### src/rtl/piso_serializer.sv
// Parallel-in/serial-out shifter with valid/ready on both sides, MSB- or LSB-first.
// Optional trailing parity bit when PISO_PARITY_EN is defined (sense set by PARITY_ODD).
module piso_serializer #(
    parameter int DATA_W     = 8,
    parameter bit MSB_FIRST  = 1'b1,
    parameter bit PARITY_ODD = 1'b0
) (
    input  logic              clk,
    input  logic              rst,
    input  logic [DATA_W-1:0] par_data,
    input  logic              par_valid,
    output logic              par_ready,
    output logic              ser_data,
    output logic              ser_valid,
    input  logic              ser_ready,
    output logic              ser_last,
    output logic              busy
);

    localparam int CNT_W = $clog2(DATA_W + 1);
    localparam logic [CNT_W-1:0] LAST_IDX = CNT_W'(DATA_W - 1);

    function automatic logic parity_f(input logic [DATA_W-1:0] word);
        return (^word) ^ PARITY_ODD;
    endfunction

`ifdef PISO_PARITY_EN
    typedef enum logic [1:0] {ST_IDLE = 2'd0, ST_SHIFT = 2'd1, ST_PAR = 2'd2} state_t;
    logic par_q, par_d;
`else
    typedef enum logic [1:0] {ST_IDLE = 2'd0, ST_SHIFT = 2'd1} state_t;
`endif

    state_t             state_q, state_d;
    logic [DATA_W-1:0]  shreg_q, shreg_d;
    logic [CNT_W-1:0]   cnt_q, cnt_d;
    logic               load_s, xfer_s, last_s;
    logic [DATA_W-1:0]  shifted_s;

    // Output decode; everything except par_ready comes straight from registers
    always_comb begin
        ser_valid = (state_q != ST_IDLE);
        busy      = (state_q != ST_IDLE);
        ser_data  = MSB_FIRST ? shreg_q[DATA_W-1] : shreg_q[0];
`ifdef PISO_PARITY_EN
        last_s    = (state_q == ST_PAR);
        if (state_q == ST_PAR) begin
            ser_data = par_q;
        end else begin
            ser_data = MSB_FIRST ? shreg_q[DATA_W-1] : shreg_q[0];
        end
`else
        last_s    = (state_q == ST_SHIFT) && (cnt_q == LAST_IDX);
`endif
        ser_last  = last_s;
        xfer_s    = ser_valid & ser_ready;
        // Early ready on the final transfer lets the next word load with no bubble
        par_ready = (state_q == ST_IDLE) | (xfer_s & last_s);
        load_s    = par_valid & par_ready;
        shifted_s = MSB_FIRST ? {shreg_q[DATA_W-2:0], 1'b0} : {1'b0, shreg_q[DATA_W-1:1]};
    end

    // Next-state, shift register and bit counter
    always_comb begin
        state_d = state_q;
        shreg_d = shreg_q;
        cnt_d   = cnt_q;
`ifdef PISO_PARITY_EN
        par_d   = par_q;
`endif
        case (state_q)
            ST_IDLE: begin
                if (load_s) begin
                    state_d = ST_SHIFT;
                    shreg_d = par_data;
                    cnt_d   = {CNT_W{1'b0}};
`ifdef PISO_PARITY_EN
                    par_d   = parity_f(par_data);
`endif
                end else begin
                    state_d = ST_IDLE;
                end
            end
            ST_SHIFT: begin
                if (xfer_s) begin
                    shreg_d = shifted_s;
                    cnt_d   = cnt_q + CNT_W'(1);
                    if (cnt_q == LAST_IDX) begin
`ifdef PISO_PARITY_EN
                        state_d = ST_PAR;
`else
                        if (load_s) begin
                            state_d = ST_SHIFT;
                            shreg_d = par_data;
                            cnt_d   = {CNT_W{1'b0}};
                        end else begin
                            state_d = ST_IDLE;
                        end
`endif
                    end else begin
                        state_d = ST_SHIFT;
                    end
                end else begin
                    state_d = ST_SHIFT;
                end
            end
`ifdef PISO_PARITY_EN
            ST_PAR: begin
                if (xfer_s) begin
                    if (load_s) begin
                        state_d = ST_SHIFT;
                        shreg_d = par_data;
                        cnt_d   = {CNT_W{1'b0}};
                        par_d   = parity_f(par_data);
                    end else begin
                        state_d = ST_IDLE;
                    end
                end else begin
                    state_d = ST_PAR;
                end
            end
`endif
            default: begin
                state_d = ST_IDLE;
                shreg_d = {DATA_W{1'b0}};
                cnt_d   = {CNT_W{1'b0}};
            end
        endcase
    end

    // State registers; reset discards any in-flight frame
    always_ff @(posedge clk or posedge rst) begin
        if (rst) begin
            state_q <= ST_IDLE;
            shreg_q <= {DATA_W{1'b0}};
            cnt_q   <= {CNT_W{1'b0}};
`ifdef PISO_PARITY_EN
            par_q   <= 1'b0;
`endif
        end else begin
            state_q <= state_d;
            shreg_q <= shreg_d;
            cnt_q   <= cnt_d;
`ifdef PISO_PARITY_EN
            par_q   <= par_d;
`endif
        end
    end

endmodule

### config.mk
export PLATFORM = sky130hd
export DESIGN_NAME = piso_serializer
export DESIGN_NICKNAME = d
export VERILOG_FILES = /design/src/rtl/piso_serializer.sv
export SDC_FILE = /design/constraint.sdc
export NUM_CORES = 1
export LEC_CHECK = 0
export CORE_MARGIN = 5
export CORE_UTILIZATION = 40
export CTS_CLUSTER_SIZE = 8
export DETAILED_ROUTE_END_ITERATION = 10
export PLACE_DENSITY = 0.76
export SETUP_SLACK_MARGIN = 0.4
export SLEW_MARGIN = 30
export SYNTH_ARGS = -nofsm -noshare
export SYNTH_HDL_FRONTEND = slang
export SYNTH_SLANG_ARGS = --single-unit
### constraint.sdc
create_clock -name clk -period 1.4 [get_ports clk]
set_input_delay 0.21 -clock clk [delete_from_list [all_inputs] [get_ports clk]]
set_output_delay 0.21 -clock clk [all_outputs]
set_load 0.01 [all_outputs]
==> flow_summary_export.csv, run 1 <==
group,metric,value,unit
logic_synthesis,avgSynthCellArea,11.4,sq um
placement,dpl_cell_area,907,sq um
sta,hold_viol_final,0,
logic_synthesis,synth.net_count,70,
global_routing,grt_max_degree,14,
sta,maxSlewViolCount,0,
critical_path,cp-start-kind,"flop",
logic_synthesis,ys_seq_area_share,50.1,%
sta,slew_headroom,67.6,%
global_routing,antenna_found_initial,0,
status,violations,"setup timing",
sta,min_period_over_period,106,%
critical_path,cp.arrival,1280,ps
power,p_sw_share,33.2,%
route,via_per_inst,5.71,
placement,place_congestion,0.813,
critical_path,path_max_fanout,6,
die,dieHeight,50.3,um
sta,max_clock_freq,673,MHz
logic_synthesis,synth-edff-count,0,
route,drt-pass1-iter-count,4,
power,clockPowerShare,15.9,%
die,die_area,2530,sq um
final_layout,antenna_cells,0,
placement,io_buffers,16,
logic_synthesis,yosysUniqueCellTypes,21,
route,final_antenna_net_count,0,
hold_path,hold_path_class,"primary input to async pin",
clock_network,cts_tree,"built",
critical_path,cp_slowest_cell,"dfrtp_1",
sta,layout_min_cycle_time,1490,ps
final_layout,final_common_cell,"dfrtp_1",
final_layout,fin_util,65.4,%
route,routed-via-count,600,
sta,finalSetupTns,-335,ps
die,initial_utilization,42.6,%
power,internal_power,0.00101,W
logic_synthesis,synth_flop_cell,"dfrtp_1",
sta,fin_ws,-86.4,ps
route,drt-initial-drc-count,16,
final_layout,nets,103,
final_layout,drive_above_1_share,34.8,%
clock_network,cts_max_path_buffers,2,
power,seq_power_share,42.1,%
global_routing,grt_pass1_vias,596,
run,cap_viol_max_count,0,
logic_synthesis,ys_seq_elements,13,
critical_path,crit_type,"flop to output port",
critical_path,crit_chain,"nand4b_1 > nand2_1 > buf_2",
power,p_comb_share,41.9,%
critical_path,critPathTopFamily,"flip-flops",
global_routing,grt-ovfl-total,0,
critical_path,worst_ep_required_time,1190,ps
sta,final-setup-viol-count,9,
route,wl,1.68,mm
logic_synthesis,synth_warnings,0,
die,ios,17,
sta,tightest_slew,486,ps
route,post_drt_wl_per_cell,16.0,um
clock_network,clk-insertion-delay-late,280,ps
clock_network,clock_sinks,13,
die,fp.coreArea,1520,sq um
placement,dp_hpwl,1.22,mm
power,p_leak,0.431,nW
global_routing,grt_pass1_wl,2.73,mm
sta,finClkSkew,1.45,ps
die,die_w,50.3,um
global_routing,grt_use_total,14.7,%
clock_network,cts_root_buffer,"clkbuf_4",
critical_path,cp-end-kind,"output port",
clock_network,clk_pin_slew_worst_paths,80,ps
power,switchingPower,0.000505,W
logic_synthesis,syn_area,649,sq um
logic_synthesis,synth_async_sr_flop_share,100,%
final_layout,final_cell_mix,"13 x dfrtp_1, 11 x clkdlybuf4s50_1, 11 x buf_4",
critical_path,cp_slowest_stage_delay,460,ps
final_layout,final_cell_area,996,sq um
sta,rsz0062_at_grt,"yes",
power,powerDensity,1530,nW/um^2
power,power,0.00152,W
die,row_count,14,
power,peakVddDrop,0.851,mV
route,drc,0,
clock_network,numCtsBuffers,3,
final_layout,area_delta_synth_final,53.4,%
critical_path,cp_num_buf_inv,1,
clock_network,htree_levels,1,
logic_synthesis,synthCells,57,
status,status,"finished, violations left",
worst register-to-register path: stages, from the launching register on:
cell,delay (ps)
dfrtp_1,460
nand4b_1,260
buf_4,180
a21o_4,220
o221a_1,210
path summary, 6_finish.rpt:
path / start / to / slack (ps) / cells after the start
setup / recovery: cnt_q[3]$_DFFE_PP0P_ / par_ready / -90 / 3
hold / removal: rst / cnt_q[3]$_DFFE_PP0P_ / 240 / 2
setup reg to reg: cnt_q[3]$_DFFE_PP0P_ / shreg_q[5]$_DFFE_PP0P_ / -40 / 4
hold reg to reg: shreg_q[0]$_DFFE_PP0P_ / shreg_q[0]$_DFFE_PP0P_ / 520 / 1
max in group asynchronous: rst / shreg_q[5]$_DFFE_PP0P_ / 830 / 2
min in group clk: shreg_q[0]$_DFFE_PP0P_ / shreg_q[0]$_DFFE_PP0P_ / 520 / 1
power groups by stage:
| stage | Clock (W) | Sequential, W | Combinational, W |
|---|---|---|---|
| 6_report | 0.000242 | 0.000640 | 0.000637 |
| 5_1_grt | 0.000267 | 0.000660 | 0.000695 |
| 4_1_cts | 0.000247 | 0.000635 | 0.000615 |
| 3_5_place_dp | 0 | 0.000627 | 0.000580 |
| 3_3_place_gp | 0 | 0.000619 | 0.000555 |
| 2_1_floorplan | 0 | 0.000602 | 0.000339 |
cell families (layout without fill, tap and decap cells):
logic type	after synthesis	after routing	synth area share [%]
compound gates	16	16	22.2
xor+xnor	1	1	1.35
fa+ha+maj	1	1	1.93
buf+inv	6	38	4.82
flops	13	13	50.1
mux	1	1	3.47
simple gates	19	19	16.2
synth_stat cells, types with 2 or more instances:
| library cell | n | share of area [%] |
|---|---|---|
| nand2b_1 | 5 | 4.8 |
| nand2_1 | 7 | 4.0 |
| or2b_1 | 2 | 2.3 |
| a32o_1 | 2 | 3.1 |
| nand3_1 | 2 | 1.5 |
| o21ai_0 | 2 | 1.5 |
| buf_4 | 2 | 2.3 |
| nand4b_1 | 2 | 2.7 |
| inv_1 | 3 | 1.7 |
| dfrtp_1 | 13 | 50 |
| o221a_1 | 7 | 12 |
cell type report:
type	count	area, sq um
fill	121	528
multi-input combinational	38	332
sequential	13	325
timing repair buffer	31	282
clock buffer	4	26.3
tap	16	20.0
inverter	3	11.3
stage by stage:
step	setup WS [ps]	cells	hold WS [ps]
floorplan	76.1	57	87.0
global placement	-245	98	486
detailed placement	-274	98	504
CTS	-18.7	104	254
global route	-166	105	297
finish	-86.4	105	240
flip-flops by register name (all words and copies together), names as in the netlist:
| register | count |
|---|---|
| shreg_q | 8 |
| state_q | 1 |
| cnt_q | 4 |
per-layer routing:
metal,up-vias,global-route usage [%],share of wire [%]
met2,23,23.2,51
met3,6,4.73,6.2
met5,-,0,0
met1,290,16.4,39
li1,281,-,-
met4,0,10.6,3.9
timing repair:
item,4_1_cts,5_1_grt
pin swaps,15,1
endpoints found under the setup margin,18,18
resized for setup,32,2
buffers inserted,2,1
hold buffers,0,0
No activity file was read; power rests on OpenSTA's default activity.
==> run 2: changes to the inputs <==
--- a/config.mk
+++ b/config.mk
@@ -5,6 +5,7 @@
 export SDC_FILE = /design/constraint.sdc
 export NUM_CORES = 1
 export LEC_CHECK = 0
+export ABC_CLOCK_PERIOD_IN_PS = 1400
 export CORE_MARGIN = 5
 export CORE_UTILIZATION = 40
 export CTS_CLUSTER_SIZE = 8
==> results of run 2 <==
The final DEF is identical to that of run 1; final timing and power are the same.
